## src/rtl/led_pattern_sched.sv

```systemverilog
// led_pattern_sched: step timebase, built-in LED pattern sequencer and
// host override arbiter for the 4-bit board LED bank.
// Define LED_SCHED_HOST_EN to build in the host override (HOLD state);
// without it the host ports are ignored and ACK/BUSY are tied low.
module led_pattern_sched #(
  parameter int TICK_DIV = 200000,
  parameter int HOLD_W   = 8
) (
  input  logic              CLK_1US,
  input  logic              SYS_RST,
  input  logic [1:0]        MODE_SEL,
  input  logic              HOST_REQ,
  input  logic [3:0]        HOST_PAT,
  input  logic [HOLD_W-1:0] HOST_HOLD,
  output logic              HOST_ACK,
  output logic              HOST_BUSY,
  output logic              STEP_TICK,
  output logic [3:0]        LEDReg
);

  localparam int               DIV_W    = (TICK_DIV > 1) ? $clog2(TICK_DIV) : 1;
  localparam logic [DIV_W-1:0] DIV_LAST = DIV_W'(TICK_DIV - 1);

`ifdef LED_SCHED_HOST_EN
  typedef enum logic [1:0] {ST_OFF = 2'd0, ST_RUN = 2'd1, ST_HOLD = 2'd2} state_t;
`else
  typedef enum logic {ST_OFF = 1'b0, ST_RUN = 1'b1} state_t;
`endif

  logic [DIV_W-1:0] div_cnt;
  logic [1:0]       mode_q;
  logic [2:0]       idx;
  logic [2:0]       idx_next;
  state_t           state_q;
  state_t           state_next;
  logic [3:0]       led_next;
  logic             mode_change;
  logic             advance;

`ifdef LED_SCHED_HOST_EN
  logic [3:0]        pat_q;
  logic [3:0]        pat_next;
  logic [HOLD_W-1:0] hold_cnt;
  logic [HOLD_W-1:0] hold_next;
  logic              grant;
`endif

  // LED image for a given mode and step index
  function automatic logic [3:0] pattern_of(input logic [1:0] mode, input logic [2:0] step);
    logic [3:0] p;
    p = 4'b0000;
    case (mode)
      2'b01: begin
        case (step[1:0])
          2'd0:    p = 4'b0001;
          2'd1:    p = 4'b1000;
          2'd2:    p = 4'b0100;
          default: p = 4'b0010;
        endcase
      end
      2'b10: p = step[0] ? 4'b0000 : 4'b1111;
      2'b11: begin
        case (step)
          3'd0:    p = 4'b0001;
          3'd1:    p = 4'b0010;
          3'd2:    p = 4'b0100;
          3'd3:    p = 4'b1000;
          3'd4:    p = 4'b0100;
          default: p = 4'b0010;
        endcase
      end
      default: p = 4'b0000;
    endcase
    return p;
  endfunction

  // Index of the last step of each pattern; idx wraps to 0 after it
  function automatic logic [2:0] last_of(input logic [1:0] mode);
    logic [2:0] l;
    case (mode)
      2'b01:   l = 3'd3;
      2'b10:   l = 3'd1;
      2'b11:   l = 3'd5;
      default: l = 3'd0;
    endcase
    return l;
  endfunction

  // Free-running step divider, 0..TICK_DIV-1
  always_ff @(posedge CLK_1US) begin
    if (SYS_RST) begin
      div_cnt <= '0;
    end else if (div_cnt == DIV_LAST) begin
      div_cnt <= '0;
    end else begin
      div_cnt <= div_cnt + DIV_W'(1);
    end
  end

  assign STEP_TICK = (div_cnt == DIV_LAST);

  // Next state, step index and LED image; the LED register is loaded from
  // the post-edge view (MODE_SEL becomes mode_q) so changes show one cycle later
  always_comb begin
    mode_change = (MODE_SEL != mode_q);
    state_next  = (MODE_SEL == 2'b00) ? ST_OFF : ST_RUN;
    idx_next    = idx;
    led_next    = 4'b0000;
    advance     = (state_q == ST_RUN) && STEP_TICK;
`ifdef LED_SCHED_HOST_EN
    grant     = 1'b0;
    pat_next  = pat_q;
    hold_next = hold_cnt;
    if (state_q == ST_HOLD) begin
      // Stay in HOLD unless the count is exhausted on a tick
      if (!(STEP_TICK && (hold_cnt == '0))) begin
        state_next = ST_HOLD;
        if (STEP_TICK) begin
          hold_next = hold_cnt - HOLD_W'(1);
        end
      end
    end else if (HOST_REQ) begin
      // Grant beats a coincident tick: no idx advance, no decrement
      grant      = 1'b1;
      state_next = ST_HOLD;
      pat_next   = HOST_PAT;
      hold_next  = HOST_HOLD;
      advance    = 1'b0;
    end
`endif
    if (mode_change) begin
      idx_next = 3'd0;
    end else if (advance) begin
      idx_next = (idx == last_of(mode_q)) ? 3'd0 : idx + 3'd1;
    end
    case (state_next)
      ST_RUN:  led_next = pattern_of(MODE_SEL, idx_next);
`ifdef LED_SCHED_HOST_EN
      ST_HOLD: led_next = pat_next;
`endif
      default: led_next = 4'b0000;
    endcase
  end

  // State, mode, step index and LED registers
  always_ff @(posedge CLK_1US) begin
    if (SYS_RST) begin
      state_q <= ST_OFF;
      mode_q  <= 2'b00;
      idx     <= 3'd0;
      LEDReg  <= 4'b0000;
    end else begin
      state_q <= state_next;
      mode_q  <= MODE_SEL;
      idx     <= idx_next;
      LEDReg  <= led_next;
    end
  end

`ifdef LED_SCHED_HOST_EN
  // Override pattern, remaining hold steps and the one-cycle grant pulse
  always_ff @(posedge CLK_1US) begin
    if (SYS_RST) begin
      pat_q    <= 4'b0000;
      hold_cnt <= '0;
      HOST_ACK <= 1'b0;
    end else begin
      pat_q    <= pat_next;
      hold_cnt <= hold_next;
      HOST_ACK <= grant;
    end
  end

  assign HOST_BUSY = (state_q == ST_HOLD);
`else
  logic host_unused;
  assign host_unused = ^{HOST_REQ, HOST_PAT, HOST_HOLD};
  assign HOST_ACK    = 1'b0;
  assign HOST_BUSY   = 1'b0;
`endif

endmodule
```

## config.mk

```make
export PLATFORM = sky130hd
export DESIGN_NAME = led_pattern_sched
export DESIGN_NICKNAME = d
export VERILOG_FILES = /design/src/rtl/led_pattern_sched.sv
export SDC_FILE = /design/constraint.sdc
export NUM_CORES = 1
export LEC_CHECK = 0
export CORE_ASPECT_RATIO = 0.8
export CORE_UTILIZATION = 52
export CTS_CLUSTER_SIZE = 8
export DETAILED_ROUTE_END_ITERATION = 16
export PLACE_DENSITY = 0.78
export SLEW_MARGIN = 25
export SYNTH_ARGS = -nofsm -noshare
export SYNTH_HDL_FRONTEND = slang
export SYNTH_SLANG_ARGS = --single-unit
```

## constraint.sdc

```tcl
create_clock -name CLK_1US -period 2.1 [get_ports CLK_1US]
set_input_delay 0.63 -clock CLK_1US [delete_from_list [all_inputs] [get_ports CLK_1US]]
set_output_delay 0.63 -clock CLK_1US [all_outputs]
set_load 0.01 [all_outputs]
```

==> results of run 1 <==
[repair_timing]
action,in CTS,in global routing
pin swaps,2,10
setup endpoints to repair,1,5
gates resized for setup,9,20
buffers inserted,1,3
[where the power goes]
| part | switching (mW) | total (mW) | leakage [nW] | internal [mW] |
|---|---|---|---|---|
| registers | 0.00867 | 0.553 | 0.231 | 0.544 |
| logic | 0.0437 | 0.0885 | 0.442 | 0.0447 |
| clock network | 0.156 | 0.224 | 0.0138 | 0.0677 |
| total | 0.209 | 0.865 | 0.687 | 0.657 |
[cell families after synthesis]
group | after synthesis | synth area share
adder cells (fa/ha/maj) | 2 | 0.0173
flip-flops | 28 | 0.387
other | 1 | 0.00259
XOR/XNOR | 16 | 0.0968
AND/OR/NAND/NOR | 75 | 0.328
buffers and inverters | 11 | 0.0346
multiplexers | 1 | 0.0104
AO/OA/AOI/OAI | 21 | 0.124
[layer usage]
metal | global-route usage | part of all wire | vias up
met4 | 0.0947 | 0.015 | 0
met2 | 0.341 | 0.50 | 22
met5 | 0 | 0 | -
met3 | 0.0663 | 0.038 | 4
li1 | - | - | 618
met1 | 0.312 | 0.45 | 595
[registers in the layout, summed over array words and instances (netlist names)]
| name | flops |
|---|---|
| state_q | 1 |
| mode_q | 2 |
| idx | 3 |
| LEDReg | 4 |
| div_cnt | 18 |
[layout make-up]
type	count	area [sq um]	share of cell area
Clock buffer	3	22.5	0.0117
Inverter	6	22.5	0.0117
Multi-Input combinational cell	117	945	0.492
Sequential cell	28	571	0.297
Tap cell	36	45.0	0.0235
Timing Repair Buffer	39	314	0.164
[per-stage QoR]
step           power, mW  worst slack, ns   util  hold WS [ns]
2_1_floorplan      0.607            0.196      -         0.430
3_3_place_gp       0.640           -0.219  0.692         0.501
3_5_place_dp       0.644           -0.221  0.692         0.511
4_1_cts            0.865          0.00507  0.707         0.525
5_1_grt            0.901          -0.0637  0.755         0.551
6_report           0.865          0.00840  0.755         0.520
[worst max-delay path: stages, from the launching register on]
cell	delay (ns)
sky130_fd_sc_hd__dfxtp_2	0.36
sky130_fd_sc_hd__nor4b_4	0.29
sky130_fd_sc_hd__buf_4	0.17
sky130_fd_sc_hd__nand3_4	0.08
sky130_fd_sc_hd__nor2_4	0.12
sky130_fd_sc_hd__buf_6	0.11
[placed cells by master, fill, tap and decap left out, types with 2 or more instances in the layout]
cell,n
sky130_fd_sc_hd__nand2_1,7
sky130_fd_sc_hd__dfxtp_1,20
sky130_fd_sc_hd__xor2_1,5
sky130_fd_sc_hd__nor3_1,4
sky130_fd_sc_hd__dfxtp_2,8
sky130_fd_sc_hd__a21oi_1,2
sky130_fd_sc_hd__nand3_1,6
sky130_fd_sc_hd__clkbuf_4,3
sky130_fd_sc_hd__conb_1,2
sky130_fd_sc_hd__nor4b_4,4
sky130_fd_sc_hd__clkdlybuf4s50_1,7
sky130_fd_sc_hd__or2_2,2
sky130_fd_sc_hd__and2_2,2
sky130_fd_sc_hd__nor2_1,21
sky130_fd_sc_hd__o21ai_0,3
sky130_fd_sc_hd__o21a_1,3
sky130_fd_sc_hd__o21a_4,2
sky130_fd_sc_hd__nand4_1,3
sky130_fd_sc_hd__or3_1,3
sky130_fd_sc_hd__nor2b_1,3
sky130_fd_sc_hd__buf_4,31
sky130_fd_sc_hd__xnor2_1,11
sky130_fd_sc_hd__inv_1,6
[how the worst max path moves through the flow]
| stage | start | to | slack (ns) | cells past startpoint |
|---|---|---|---|---|
| after detailed placement | MODE_SEL[1] | LEDReg[3]$_SDFF_PP0_ | -0.22 | 6 |
| after global placement | MODE_SEL[1] | LEDReg[3]$_SDFF_PP0_ | -0.22 | 6 |
| final | div_cnt[13]$_SDFF_PP0_ | STEP_TICK | 0.008 | 5 |
| after CTS | div_cnt[15]$_SDFF_PP0_ | LEDReg[1]$_SDFF_PP0_ | 0.005 | 8 |
| after floorplan | idx[1]$_SDFF_PP0_ | LEDReg[1]$_SDFF_PP0_ | 0.20 | 6 |
| after global routing | div_cnt[13]$_SDFF_PP0_ | STEP_TICK | -0.06 | 5 |
==> results list, run 1 <==
* Sequential-to-total area share from yosys stat: 0.387
* Initial antenna violation count: 0
- Number of flops mapped to enable cells by yosys: 0
* Warnings from Yosys: 0
* Worst setup path category: reg -> out
- Pin placement for this block handled 24 I/O pins.
- Routed wire length: between 3 and 4 mm
- Initial Util: 0.569
* Row cnt: 16
* Width of the die: approximately 61 um
- Maximum number of pins on one net before global-route repair: 18
- Clock tree synthesis found a total of 28 sinks.
- Leakage dissipation: roughly 0.7 nW
- Critical path launch point type: flop
* Remaining antenna violation count after routing: 0
- Top cells by instance count after synthesis: sky130_fd_sc_hd__dfxtp_1 (28), sky130_fd_sc_hd__nor2_1 (23), sky130_fd_sc_hd__xnor2_1 (11), sky130_fd_sc_hd__nand2_1 (7), sky130_fd_sc_hd__nand3_1 (7)
- After detailed placement, the total cell area comes to 0.00176 sq mm.
* Number of fillers in the final layout: about 180
* Design Area, Final: approximately 0.0019 sq mm
- After synthesis, the cell types taking the most area are sky130_fd_sc_hd__dfxtp_1 (39%), sky130_fd_sc_hd__xnor2_1 (6.7%), sky130_fd_sc_hd__nor2_1 (6.0%).
- Fmax: 478 MHz
- Later-pin clock latency in the skew report: approximately 0.34 ns
* R2r worst-path depth: 8
- In this run the most critical hold path is launched from div_cnt[0]$_SDFF_PP0_.
- Final Critical Period: approximately 2.1 ns
- Number of buffers inserted by port buffering: 8
- Once layout is complete, the cells apart from fillers number ~230.
* Number of cells on the worst hold path: 2
* TritonCTS buffer count: 3
- The flow ran to the end, and the final reports show no timing, DRC or antenna violations.
- Unrepaired setup endpoints after global routing: yes
- The startpoint identified for the worst register-to-register timing path is div_cnt[13]$_SDFF_PP0_.
- Averaged over all synthesized cells, the footprint is about 9.3 sq um.
* Proportion of layout cells with a drive suffix above 1: 0.373
- Placeable Area: around 0.0025 sq mm
* Layout net count: around 210
- The HPWL after detailed placement is between 2 and 2.5 mm.
* Number of maximum-capacitance violations: 0
- Summing over every cut layer, the via total after detailed routing is between 1000 and 1500.
- Dividing the final minimum period by the clock period gives 0.996.
- Summed over all failing endpoints, the final setup total negative slack is 0 ns.
- Most numerous cell in the Yosys netlist: sky130_fd_sc_hd__dfxtp_1
- For this run, the total global-route usage over all layers was measured as 0.231.
- Once placement completed, the tool counted placed cells totaling roughly 220.
- Wirelength per Cell: between 10 and 15 um
* Class of the tightest hold or removal check: reg -> reg
- After detailed routing, the number of vias per cell comes to between 5 and 6.
- After synthesis the netlist holds a flip-flop and latch count of 28.
- Of all cell types, the one taking the most synthesized area is sky130_fd_sc_hd__dfxtp_1.
* R2r setup slk: ~0.020 ns
- CTS built an H-tree with a depth of 1.
* Commonest register cell after synthesis: sky130_fd_sc_hd__dfxtp_1
- Crit end category: primary output
* Fin. max-slew vios: 0
* Die Area: 0.00300 sq mm
* Power Density: ~450 mW/mm^2
* Combined area of all synthesized cells: between 0.001 and 0.0015 sq mm
- The first global-routing pass estimated between 5 and 6 mm of wire.
- Clock-pin slew was measured on the worst setup and hold paths at 0.14 ns.
- Area growth from synthesis to layout: 32.6%
- Hold-fix buffers at CTS: 0
* Ant diodes: 0
* Total congestion overflow: 0
- Detailed-router iteration count before antenna repair: 4
- Peak supply drop: approximately 0.36 mV
* Number of design rule violations left after detail routing: 0
* Cells after Synth: 155
* Peak fanout along the critical path: 2
* Initial drt markers: 58
- For the worst setup path, the data required time is about 1.5 ns.
- Final estimated routing congestion in global placement: around 0.83
- Number of distinct standard cells referenced by the synthesized netlist: 51
- Of the post-synthesis cell area, the dominant cell type holds 0.387.
* Number of global-route vias before repair: between 1000 and 1500
- Buffer cell driving the clock tree root: sky130_fd_sc_hd__clkbuf_4
- Setup violation total in the final timing report: 0
* Reg2Reg Capture Point: LEDReg[2]$_SDFF_PP0_
* Worst min-delay path endpoint: div_cnt[0]$_SDFF_PP0_
* Final count of hold timing violations: 0
- Clk buf depth: 2
* Die extent in y: 49.2 um
* Clock tree from TritonCTS: yes
- For this run, asynchronously set or reset flops after synthesis account for 0.
* Worst endpoint data arrival time: ~1.5 ns
- Across the routed clock network, the largest skew measured is 0.00712 ns.
(Power assumes the default switching activity.)
==> run 2: changes to the inputs <==
--- a/config.mk
+++ b/config.mk
@@ -5,11 +5,13 @@
 export SDC_FILE = /design/constraint.sdc
 export NUM_CORES = 1
 export LEC_CHECK = 0
+export CAP_MARGIN = 20
 export CORE_ASPECT_RATIO = 0.8
-export CORE_UTILIZATION = 52
+export CORE_UTILIZATION = 54
+export CTS_BUF_LIST = sky130_fd_sc_hd__clkbuf_4
 export CTS_CLUSTER_SIZE = 8
 export DETAILED_ROUTE_END_ITERATION = 16
-export PLACE_DENSITY = 0.78
+export PLACE_DENSITY = 0.81
 export SLEW_MARGIN = 25
 export SYNTH_ARGS = -nofsm -noshare
 export SYNTH_HDL_FRONTEND = slang
==> run 2 against run 1 <==
The run now ends with setup timing left. Register-to-register slack lost 0.02 ns. Combinational power shrank 3.7%. Cell area shrank 3.5%. Sequential share of layout area grew 1.1 points. Flip-flop and latch count is the same. Cell count shrank 1.3%. Fmax shrank 0.43%. Die area shrank 3.6%. Largest power group unchanged. Highest routed layer unchanged.
==> results list, run 2 (synthesis results as in run 1) <==
* Result of the run: finished, violations left
- The checks that failed: setup timing.
* Total congestion overflow: 0 (unchanged)
* Cells along the critical path: and4bb_1 > o31a_1 > nor4b_4 > o21a_4 > mux2_4 > o221ai_2
- The total area of multi-input combinational cells is 885 sq um (-6.4%).
- Later-pin clock latency in the skew report: 0.33 ns (about the same)
- Internal power component: 781 uW (+19%)
- The worst-case setup margin in the final layout is -0.000587 ns (-0.00899 ns).
* Initial antenna violation count: 0 (unchanged)
- Design Area, Final: 0.00185 sq mm (-3.5%)
* Leading cell types in the layout, fill and taps excluded: sky130_fd_sc_hd__buf_4 (27), sky130_fd_sc_hd__dfxtp_1 (22), sky130_fd_sc_hd__nor2_1 (22)
* Layout net count: 210 (-1.9%)
* Final estimated routing congestion in global placement: 0.792 (-4.1%)
- Worst setup path category: reg -> reg
- The count of buffers from port buffering came to 8 (unchanged).
* Most common cell after layout, fill and taps aside: sky130_fd_sc_hd__buf_4
* Top Registers: div_cnt x18, LEDReg x4, idx x3
- Final Critical Period: 2.10 ns (+0.00899 ns)
- The number of sinks driven by the clock tree is 28 (unchanged).
- Standard cell with the maximum stage delay on the critical path: sky130_fd_sc_hd__dfxtp_1
- The area taken by flip-flops and latches was 571 sq um (unchanged).
- Ratio of routed vias to standard cells: 5.37 (-0.80%)
- Initial Util: 0.578 (+0.00911)
* Total via count in the routed design: 1213 (-2.1%)
* Net switching power: 212 uW (+1.3%)
- Flip-flop count of the largest register after layout: 18 (unchanged)
- The cell count of the worst reg-to-reg path was 6 (-2).
- The peak fanout along the critical path came to 6 (+4).
* Critical path launch point type: flop
- The endpoint identified for the worst register-to-register timing path is LEDReg[1]$_SDFF_PP0_.
* Startpoint of the most critical hold path: div_cnt[0]$_SDFF_PP0_
- The CTS buffer count was 3 (unchanged).
- The leakage power of the design is 0.679 nW (-1.1%).
* Post-placement cell area: 0.00174 sq mm (-0.85%)
* Relative contribution of combinational cells to total power: 0.086 (-0.016)
- The tightest min-delay check is of the reg -> reg type.
- Area growth from synthesis to layout: 28.0%
- Peak supply drop: 0.402 mV (+13%)
- The highest clock rate is 476 MHz (-0.43%).
- The overall global routing resource usage was 0.242 (+0.0115).
- div_cnt holds more flip-flops than any other register.
- The clock slew seen by the registers of the worst setup and hold paths is 0.15 ns (about the same).
- The total number of H-tree levels was 1 (unchanged).
- Proportion of layout cells with a drive suffix above 1: 0.326 (-0.0467)
- Number of maximum-capacitance violations: 0 (unchanged)
- The part of the power in the clock network came to 0.357 (+0.098).
- Wirelength per Cell: 14.1 um (-2.8%)
* Startpoint of the worst-slack reg-to-reg timing path: mode_q[1]$_SDFF_PP0_
- The hold violation count in the final report is 0 (unchanged).
- The setup clock skew after layout is 0.00647 ns (-0.000650 ns).
- The top-level I/O count was 24 (unchanged).
- The number of remaining DRC errors is 0 (unchanged).
- Setup repair after global routing could not meet its margin everywhere.
- Required time reported for the critical path endpoint: 2.37 ns (+0.90 ns)
* Worst slew pin tran: between 0.5 and 0.6 ns
- The floorplan die area was 0.00289 sq mm (-3.6%).
- Slew headroom: 0.635
- Number of cells on the worst hold path: 2 (unchanged)
* Number of global-route vias before repair: 1202 (+3.7%)
- The final antenna-violating net count was 0 (unchanged).
- TritonCTS built the clock tree.
- Hold-fix buffers at CTS: 0 (unchanged)
- Power Density: 535 mW/mm^2 (+19%)
- The portion of the clock cycle consumed by the worst path in the final layout was 1.00 (+0.00428).
- Routed wire length: 3.19 mm (-4.1%)
- Worst min-delay path endpoint: div_cnt[0]$_SDFF_PP0_
- The sequential share of power was 0.557 (-0.082).
- The maximum root-to-sink buffer count came to 2 (unchanged).
* Fin. max-slew vios: 0 (unchanged)
- The switching portion of total power came to 0.213 (-0.0281).
* HPWL after detailed placement: 2.42 mm (+10%)
* Placeable Area: 0.00250 sq mm (-1.6%)
* Final design utilization: 0.741 (-0.0144)
- Width of the die: 59.9 um (-1.8%)
* Buffer cell driving the clock tree root: sky130_fd_sc_hd__clkbuf_4
- The final count of negative-setup-slack endpoints came to 1 (+1).
- The number of filler cells placed in the layout is 171 (-3.4%).
* Detailed-router iteration count before antenna repair: 4 (unchanged)
- The post-layout total power is 992 uW (+15%).
- The pin count of the biggest net entering global routing came to 18 (unchanged).
* Worst endpoint data arrival time: 2.38 ns (+0.92 ns)
- Max stage delay on crit path: 0.47 ns (+0.11 ns)
- Ant diodes: 0 (unchanged)
- Row cnt: 16 (unchanged)
- The wire length of the first global-routing pass is 5.40 mm (+5.2%).
- The flop-to-flop setup slack came to -0.0006 ns (-0.02 ns).
- The die extent in y was 48.3 um (-1.8%).
- Crit end category: flop
- The starting DRC count in detailed routing came to 71 (+22%).
==> run 2: power groups by stage <==
stage	Combinational, mW	Clock, mW	Sequential [mW]
after floorplan	0.0419	0	0.565
final	0.0852	0.354	0.553
after detailed placement	0.0831	0	0.564
after global routing	0.0926	0.382	0.554
after CTS	0.0837	0.356	0.552
after global placement	0.0793	0	0.563
==> run 2: how the worst max path moves through the flow <==
stage          slack (ns)                    to              startpoint  cells after the start
3_3_place_gp        -0.15  LEDReg[3]$_SDFF_PP0_             MODE_SEL[0]                      6
2_1_floorplan        0.20  LEDReg[1]$_SDFF_PP0_       idx[1]$_SDFF_PP0_                      6
5_1_grt             -0.10  LEDReg[1]$_SDFF_PP0_  div_cnt[14]$_SDFF_PP0_                      7
6_report          -0.0006  LEDReg[1]$_SDFF_PP0_    mode_q[1]$_SDFF_PP0_                      6
4_1_cts             0.005  LEDReg[1]$_SDFF_PP0_  div_cnt[14]$_SDFF_PP0_                      8
3_5_place_dp        -0.20  LEDReg[3]$_SDFF_PP0_             MODE_SEL[0]                      6
==> run 2: metrics by stage <==
| stage | worst slack, ns | TNS [ns] | instances | hold WS (ns) |
|---|---|---|---|---|
| after floorplan | 0.196 | 0 | 156 | 0.430 |
| after global placement | -0.152 | -0.523 | 221 | 0.499 |
| after detailed placement | -0.203 | -0.713 | 221 | 0.517 |
| after CTS | 0.00500 | 0 | 227 | 0.520 |
| after global routing | -0.105 | -0.251 | 226 | 0.549 |
| final | -0.000587 | -0.000587 | 226 | 0.516 |
==> run 2: layout make-up <==
| class | count | share of cell area |
|---|---|---|
| inverter | 6 | 0.0122 |
| tap | 36 | 0.0243 |
| timing repair buffer | 35 | 0.150 |
| clock buffer | 3 | 0.0122 |
| clock inverter | 1 | 0.0162 |
| multi-input combinational | 117 | 0.477 |
| sequential | 28 | 0.308 |
==> run 2: layer usage <==
layer  part of all wire  GRT usage
met4              0.015     0.0659
met2               0.49      0.394
met1               0.48      0.324
met3              0.020     0.0455
met5                  0          0
==> run 2: what timing repair did <==
item | 4_1_cts | 5_1_grt
setup buffers | 2 | 0
endpoints found under the setup margin | 1 | 4
pin swaps | 3 | 6
resized for setup | 9 | 9
==> run 2: critical path, delay by kind of cell (launching register included) <==
kind	cells	cell delay, ns
multiplexers	1	0.31
AND/OR/NAND/NOR	2	0.54
AO/OA/AOI/OAI	3	0.71
flip-flops	1	0.47
